<file path="config.mk">
export PLATFORM = sky130hd
export DESIGN_NAME = dm_port_arbiter
export DESIGN_NICKNAME = d
export VERILOG_FILES = /design/src/rtl/dm_port_arbiter.sv
export SDC_FILE = /design/constraint.sdc
export NUM_CORES = 1
export LEC_CHECK = 0
export BUFFER_PORTS_ARGS = -buffer_cell sky130_fd_sc_hd__buf_4
export CAP_MARGIN = 20
export CORE_AREA = 8 8 111 113
export CTS_CLUSTER_DIAMETER = 30
export CTS_CLUSTER_SIZE = 14
export DETAILED_ROUTE_END_ITERATION = 10
export DIE_AREA = 0 0 119 121
export PLACE_DENSITY_LB_ADDON = 0.05
export SLEW_MARGIN = 20
export SYNTH_ARGS = -nofsm -noshare
export SYNTH_HDL_FRONTEND = slang
export SYNTH_SLANG_ARGS = --single-unit
</file>
<file path="constraint.sdc">
create_clock -name clk -period 4.4 [get_ports clk]
set_clock_uncertainty 0.1 [all_clocks]
set_input_delay 0.66 -clock clk [delete_from_list [all_inputs] [get_ports clk]]
set_output_delay 0.66 -clock clk [all_outputs]
set_load 0.05 [all_outputs]
</file>
<file path="src/rtl/dm_port_arbiter.sv">
`timescale 1ns/1ps
`default_nettype none
// ============================================================================
// Module   : dm_port_arbiter
// Purpose  : Shares the single data-memory port between the CPU MEM stage and
//            a DMA/loader burst engine. The CPU normally wins. After MAX_WAIT
//            consecutive lost cycles a pending DMA beat is forced through, and
//            the CPU is stalled for that one cycle.
// Ports    : clk, rst                          clock / async active-high reset
//            cpu_valid/we/addr/wdata           MEM-stage access request
//            cpu_rdata, cpu_stall              load data / pipeline hold
//            dma_req/we/addr/len/wdata         burst request and write data
//            dma_beat, dma_rdata, dma_done     beat strobe / read data / end
//            dm_addr/wdata/we, dm_rdata        data-memory port
// Revision : 1.0  initial release
// ============================================================================
module dm_port_arbiter #(
    parameter  int ADDR_W    = 32,
    parameter  int DATA_W    = 32,
    parameter  int MAX_WAIT  = 4,
    parameter  int MAX_BURST = 8,
    localparam int LEN_W     = $clog2(MAX_BURST + 1)
) (
    input  logic              clk,
    input  logic              rst,
    // CPU MEM stage
    input  logic              cpu_valid,
    input  logic              cpu_we,
    input  logic [ADDR_W-1:0] cpu_addr,
    input  logic [DATA_W-1:0] cpu_wdata,
    output logic [DATA_W-1:0] cpu_rdata,
    output logic              cpu_stall,
    // DMA requester
    input  logic              dma_req,
    input  logic              dma_we,
    input  logic [ADDR_W-1:0] dma_addr,
    input  logic [LEN_W-1:0]  dma_len,
    input  logic [DATA_W-1:0] dma_wdata,
    output logic              dma_beat,
    output logic [DATA_W-1:0] dma_rdata,
    output logic              dma_done,
    // Data memory
    output logic [ADDR_W-1:0] dm_addr,
    output logic [DATA_W-1:0] dm_wdata,
    output logic              dm_we,
    input  logic [DATA_W-1:0] dm_rdata
);

    localparam int WAIT_W = $clog2(MAX_WAIT + 1);

    localparam logic [LEN_W-1:0]  c_max_len   = LEN_W'(MAX_BURST);
    localparam logic [LEN_W-1:0]  c_len_one   = LEN_W'(1);
    localparam logic [WAIT_W-1:0] c_max_wait  = WAIT_W'(MAX_WAIT);
    localparam logic [WAIT_W-1:0] c_wait_one  = WAIT_W'(1);
    localparam logic [ADDR_W-1:0] c_addr_step = ADDR_W'(4);

    typedef enum logic [1:0] {
        S_IDLE  = 2'd0,
        S_BURST = 2'd1,
        S_DONE  = 2'd2
    } state_t;

    state_t            r_state;
    state_t            w_state_nxt;
    logic [ADDR_W-1:0] r_burst_addr;
    logic              r_burst_we;
    logic [LEN_W-1:0]  r_remaining;
    logic [WAIT_W-1:0] r_wait_cnt;

    logic              w_dma_owns;
    logic [LEN_W-1:0]  w_len_clamped;

    // Ownership is decided within the cycle: the DMA takes the port whenever
    // the CPU is idle, or when the pending beat has already lost MAX_WAIT
    // cycles in a row.
    assign w_dma_owns    = (r_state == S_BURST) &&
                           (!cpu_valid || (r_wait_cnt == c_max_wait));
    assign w_len_clamped = (dma_len > c_max_len) ? c_max_len : dma_len;

    // Read data is shared by both requesters; the strobes say who owns it.
    assign cpu_rdata = dm_rdata;
    assign dma_rdata = dm_rdata;

    // ------------------------------------------------------------------
    // State register
    // ------------------------------------------------------------------
    always_ff @(posedge clk or posedge rst) begin
        if (rst) begin
            r_state <= S_IDLE;
        end else begin
            r_state <= w_state_nxt;
        end
    end

    // ------------------------------------------------------------------
    // Next state and port mux
    // ------------------------------------------------------------------
    always_comb begin
        w_state_nxt = r_state;
        dma_done    = 1'b0;
        dma_beat    = 1'b0;
        cpu_stall   = 1'b0;
        dm_addr     = cpu_addr;
        dm_wdata    = cpu_wdata;
        dm_we       = cpu_valid & cpu_we;

        case (r_state)
            S_IDLE: begin
                if (dma_req) begin
                    // A zero-length request still completes with a done pulse.
                    w_state_nxt = (w_len_clamped == '0) ? S_DONE : S_BURST;
                end
            end
            S_BURST: begin
                if (w_dma_owns && (r_remaining == c_len_one)) begin
                    w_state_nxt = S_DONE;
                end
            end
            S_DONE: begin
                dma_done    = 1'b1;
                w_state_nxt = S_IDLE;
            end
            default: begin
                w_state_nxt = S_IDLE;
            end
        endcase

        if (w_dma_owns) begin
            dm_addr   = r_burst_addr;
            dm_wdata  = dma_wdata;
            dm_we     = r_burst_we;
            dma_beat  = 1'b1;
            cpu_stall = cpu_valid;
        end
    end

    // ------------------------------------------------------------------
    // Burst bookkeeping
    // ------------------------------------------------------------------
    always_ff @(posedge clk or posedge rst) begin
        if (rst) begin
            r_burst_addr <= '0;
            r_burst_we   <= 1'b0;
            r_remaining  <= '0;
            r_wait_cnt   <= '0;
        end else begin
            case (r_state)
                S_IDLE: begin
                    if (dma_req) begin
                        r_burst_addr <= dma_addr;
                        r_burst_we   <= dma_we;
                        r_remaining  <= w_len_clamped;
                        r_wait_cnt   <= '0;
                    end
                end
                S_BURST: begin
                    if (w_dma_owns) begin
                        // Word stride; wraps naturally at 2^ADDR_W and keeps
                        // whatever low bits the requester supplied.
                        r_burst_addr <= r_burst_addr + c_addr_step;
                        r_remaining  <= r_remaining - c_len_one;
                        r_wait_cnt   <= '0;
                    end else begin
                        // Cannot exceed MAX_WAIT: at MAX_WAIT the DMA owns.
                        r_wait_cnt   <= r_wait_cnt + c_wait_one;
                    end
                end
                default: begin
                end
            endcase
        end
    end

endmodule
`default_nettype wire

</file>
; ---- After elaboration in Yosys (flattened, before gate mapping)
; Cells that the tools add are included.
; Widths: inputs -> output; s select.
[totals]
latch_bits = 0
mem_bits_ro = 0
word_cells = 48
register_bits = 42
out_inout_bits = 132
ramBits = 0
memories = 0
inputBits = 170
[classes]
eq_ne = 7
addsub = 3
n_div = 0
order_cmp = 1
reduce_logical = 11
muxes = 20
mul = 0
n_shift = 0
n_bitwise = 1
[op_table]
columns = op, n
row1 = $mux 32, 4
row2 = $pmux 32 s2, 1
row3 = $add 32x3->32 const B, 1
row4 = $mux 4, 3
row5 = $pmux 4 s2, 1
row6 = $mux 2, 3
row7 = $mux 3, 2
row8 = $pmux 3 s2, 1
row9 = $reduce_and 2->1, 3
row10 = $eq 4x1->1 const B, 1
row11 = $gt 4x4->1 const B, 1
row12 = $logic_not 4->1, 1
row13 = $mux 1, 4
row14 = $ne 2x2->1 const B, 2
row15 = $pmux 2 s2, 1
row16 = $sub 4x1->4 const B, 1
row17 = $add 3x1->3 const B, 1
row18 = $eq 3x3->1 const B, 1
row19 = $reduce_and 3->1, 1
row20 = $eq 2x1->1 const B, 1
row21 = $eq 2x2->1 const B, 1
row22 = $logic_and 1x1->1, 2
row23 = $logic_not 2->1, 1
row24 = $ne 2x1->1 const B, 1
row25 = other kinds (4), 4

; ---- Depth between registers and ports, before layout
[depth]
word_depth = 6
mapped_depth = 10
ltp_nobuf = 9

; ---- Least setup slack after synthesis
; No wires, ideal clock.
[synth_timing]
path_kind = flip-flop to output port
from = register r_state[0]
to = output port dm_we
t_arrival_ns = 2.279
required_ns = 3.640
slack_ns = 1.361
stages_incl_launch_ff = 8
n_path_buf = 3
cell_sequence = dfrtp_1 buf_2 nor2b_1 buf_4 nand2_1 inv_2 buf_2 o21ai_0
[synth_between]
elab_chain_cells = 3
[synth_rtl]
columns = element, line_no
row1 = start: declaration, 63  ; state_t r_state;
row2 = start signal: assignment, 91  ; r_state <= w_state_nxt;
row3 = $eq 2x1->1, 76  ; assign w_dma_owns = (r_state == S_BURST) &&
row4 = $logic_and 1x1->1, 76
row5 = $mux 1, 128  ; if (w_dma_owns) begin
row6 = end: declaration, 45  ; output logic dm_we,
; Every way passes these cells.

; ---- Worst setup path in the final report
[layout_timing]
from = register r_wait_cnt[0]
to = output port dm_wdata[8]
[layout_between]
elab_chain_cells = 4
[layout_rtl]
columns = element, line_no
row1 = start: declaration, 68  ; logic [WAIT_W-1:0] r_wait_cnt;
row2 = start signal: assignment, 165  ; r_wait_cnt <= r_wait_cnt + c_wait_one;
row3 = $eq 3x3->1, 77  ; (!cpu_valid || (r_wait_cnt == c_max_wait));
row4 = $logic_or 1x1->1, 77
row5 = $logic_and 1x1->1, 76
row6 = $mux 32, 128
row7 = end: declaration, 44  ; output logic [DATA_W-1:0] dm_wdata,
; Every way passes these cells.

==> results.tsv <==
stage	metric	value	unit
status	status	complete, no violations	
worst_setup_path	WS Path Type	register to output pin	
synth	top post-synthesis cells by area	dfrtp_1, nand2_1, buf_4, a21oi_1, nand3_1	
layout	synth-to-layout area growth	32.57	%
worst_setup_path	CP endpoint	dm_wdata[8]	
clocking	Worst-path clk slew	80	ps
synth	Yosys top cell area share	27.50	%
layout	number of diodes	0	
die	Die X	119	um
clocking	H-Tree Level Count	2	
pwr	Peak VDD IR	0.0002839	V
route	DR vias/cell	4.988	
pwr	Sw Pwr	2.030	mW
worst_setup_path	reg2reg setup slack	1760	ps
synth	Avg Cell Area, Syn	6.556	um^2
die	Initial Utilization	36.05	%
place	DP Area	0.004991	mm^2
global_route	initial antenna violation count	1	
layout	layout cell share with drive strength beyond 1	33.00	%
worst_setup_path	worst r2r path cells	8	
route	DRT antenna net count	0	
clocking	post-CTS setup buffers	0	
worst_setup_path	Critical path origin	r_wait_cnt[0]$_DFFE_PP0P_	
clocking	post-cts resize count	0	
clocking	Clock Tree Buf Depth	2	
layout	fin cells	846	
pwr	PwrDens	694.7	mW/mm^2
worst_setup_path	crit path launch type	register	
timing	fmax	331.0	MHz
pwr	Flop pwr share	23.8	%
route	post-DR wirelength/cell	16.38	um
pwr	Gate power share	69.2	%
synth	Synth warnings	0	
timing	Final Setup Violations	0	
worst_setup_path	Crit Reg-Reg Endpoint	r_burst_addr[26]$_DFFE_PP0P_	
synth	area leader, netlist	dfrtp_1	
pwr	internal power	1.490	mW
place	Final GP Congestion	0.8015	
die	Core Region	0.01060	mm^2
global_route	GR Overflow Total	0	
clocking	Hold-fix buffers, CTS	0	
synth	Synth Cell Area	0.003822	mm^2
layout	finished layout cell area	0.005067	mm^2
worst_setup_path	Worst EP arrival	2260	ps
clocking	CTS tree	yes	
timing	Tmin final	3021	ps
place	Port Buffers	205	
place	post-detail-place hpwl	10680	um
timing	Slew HR	37.74	%
route	vias	4220	
die	IO Count	302	
min_path	worst hold path class	register to register	
pwr	switching part of the total power	57.66	%
synth	Post-Synthesis Cells	583	
route	initial DRC count	286	
synth	Seq/Total Area, Yosys	27.50	%
route	DRC Markers	0	
timing	RSZ-0062 raised after global routing	false	
job	Max Cap Viol	0	
global_route	vias in the first global route	4214	
synth	Cell variety after synth	49	
synth	flops & latches, synth	42	
place	Setup WS pre-CTS	1587	ps
timing	Worst Tran Pin Value	932.6	ps
pwr	leakage	2.627	nW
place	# placed instances	839	
timing	hold_ws	394.4	ps
synth	post-synth net total	758	
worst_setup_path	Max FO, Critical Path	70	
timing	final setup margin	1379	ps
route	routed wire length	13860	um
die	Die Area	0.01440	mm^2
global_route	Tot GR Track Use	18.21	%
clocking	# clock sinks	42	
layout	Layout Nets	881	
worst_setup_path	Critical R2R Launch	r_wait_cnt[0]$_DFFE_PP0P_	
global_route	largest net degree at the start of global routing	71	
route	First-pass DRT Iterations	4	
worst_setup_path	endpoint class of the critical path	output pin	
worst_setup_path	worst path required time	3640	ps
die	row cnt	38	
timing	max-slew violations	0	
clocking	cts bufs inserted	5	
clocking	Clk Latency, worst-skew pair	290	ps
die	Die Height	121	um
timing	final worst-path cycle share	68.66	%
pwr	overall power	3.520	mW
timing	Sum Neg Setup Slack	0	ps
pwr	clock share of power	7.0	%
layout	Finished Core Util	47.79	%
clocking	clk root buf	clkbuf_8	
global_route	first-pass GRT wire length	21820	um
timing	final hold violations	0	
layer usage:
| layer | vias up | GRT usage (%) | part of all wire, % |
|---|---|---|---|
| met1 | 1888 | 21.17 | 42 |
| li1 | 2133 | - | - |
| met5 | - | 0 | 0.094 |
| met4 | 2 | 3.320 | 0.95 |
| met2 | 183 | 32.31 | 49 |
| met3 | 14 | 5.817 | 8.2 |
layout by cell type, fill, tap and decap left out, drive strengths merged, types with 2 or more instances in the layout:
cell,count
buf,214
nand4,10
a21oi,34
clkbuf,7
a41oi,2
o22ai,9
and3,9
o21ai,15
nand3,24
a311oi,2
a2bb2oi,5
a22oi,2
nor4,6
nor3,10
and4,2
a211oi,4
o22a,3
nand2b,4
nor2,23
o211ai,2
or4,3
dfrtp,42
inv,9
and2,4
ha,5
a31oi,6
nand2,237
power by group through the flow:
stage	Sequential (mW)	Clock, mW	Combinational [mW]
floorplan	0.742	0	1.97
global placement	0.836	0	2.42
detailed placement	0.839	0	2.46
CTS	0.832	0.251	2.46
global route	0.874	0.267	2.66
finish	0.837	0.246	2.44
kinds of logic (layout without fill, tap and decap cells):
logic type	Yosys count	in the layout	synth area share (%)
adder cells (fa/ha/maj)	5	5	1.637
buffers and inverters	107	230	17.28
AND/OR/NAND/NOR	336	336	38.43
AO/OA/AOI/OAI	92	92	14.89
flip-flops	42	42	27.50
multiplexers	1	1	0.2619
synthesized netlist by cell type (all sizes together):
cell	number
nand2	237
buf	81
dfrtp	42
a21oi	34
nand3	24
nor2	23
clkbuf	17
o21ai	15
nand4	10
nor3	10
and3	9
inv	9
o22ai	9
a31oi	6
nor4	6
a2bb2oi	5
ha	5
a211oi	4
and2	4
nand2b	4
o22a	3
or4	3
a22oi	2
a311oi	2
a41oi	2
and4	2
o211ai	2
a21boi	1
a21o	1
a22o	1
a31o	1
and2b	1
mux2i	1
nor2b	1
nor3b	1
o21bai	1
o311ai	1
o31ai	1
o32ai	1
or3	1
final cells by class:
cell class / count / area, um^2
clock buffers: 7 / 76.32
fillers: 1108 / 5535
inverters: 9 / 33.78
multi-input cells: 434 / 2125
flip-flops and latches: 42 / 1051
well taps: 140 / 175.2
repair buffers: 214 / 1607
worst min path at each step:
| stage | startpoint | end | slack (ps) | cells past startpoint |
|---|---|---|---|---|
| 2_1_floorplan | r_burst_addr[0]$_DFFE_PP0P_ | r_burst_addr[0]$_DFFE_PP0P_ | 350 | 2 |
| 3_5_place_dp | r_burst_addr[0]$_DFFE_PP0P_ | r_burst_addr[0]$_DFFE_PP0P_ | 380 | 2 |
| 3_3_place_gp | r_burst_addr[1]$_DFFE_PP0P_ | r_burst_addr[1]$_DFFE_PP0P_ | 360 | 2 |
| 4_1_cts | r_burst_we$_DFFE_PP0P_ | r_burst_we$_DFFE_PP0P_ | 400 | 2 |
| 5_1_grt | r_burst_addr[0]$_DFFE_PP0P_ | r_burst_addr[0]$_DFFE_PP0P_ | 430 | 2 |
| 6_report | r_burst_addr[1]$_DFFE_PP0P_ | r_burst_addr[1]$_DFFE_PP0P_ | 390 | 2 |
worst max-delay path: stages, from the launching register on:
cell and delay, ps:
dfrtp_1 400, inv_1 60, ha_1 210, nand2_1 70, nand2_1 90, nand2_2 80
buf_4 580, nand2_1 160, nand2_1 110, buf_4 200
flip-flops by register name, summed over array words and instances, names as in the netlist:
signal and count:
r_burst_we 1, r_state 2, r_wait_cnt 3, r_burst_addr 32, r_remaining 4
Note: power is estimated with default switching activity, not from simulation.
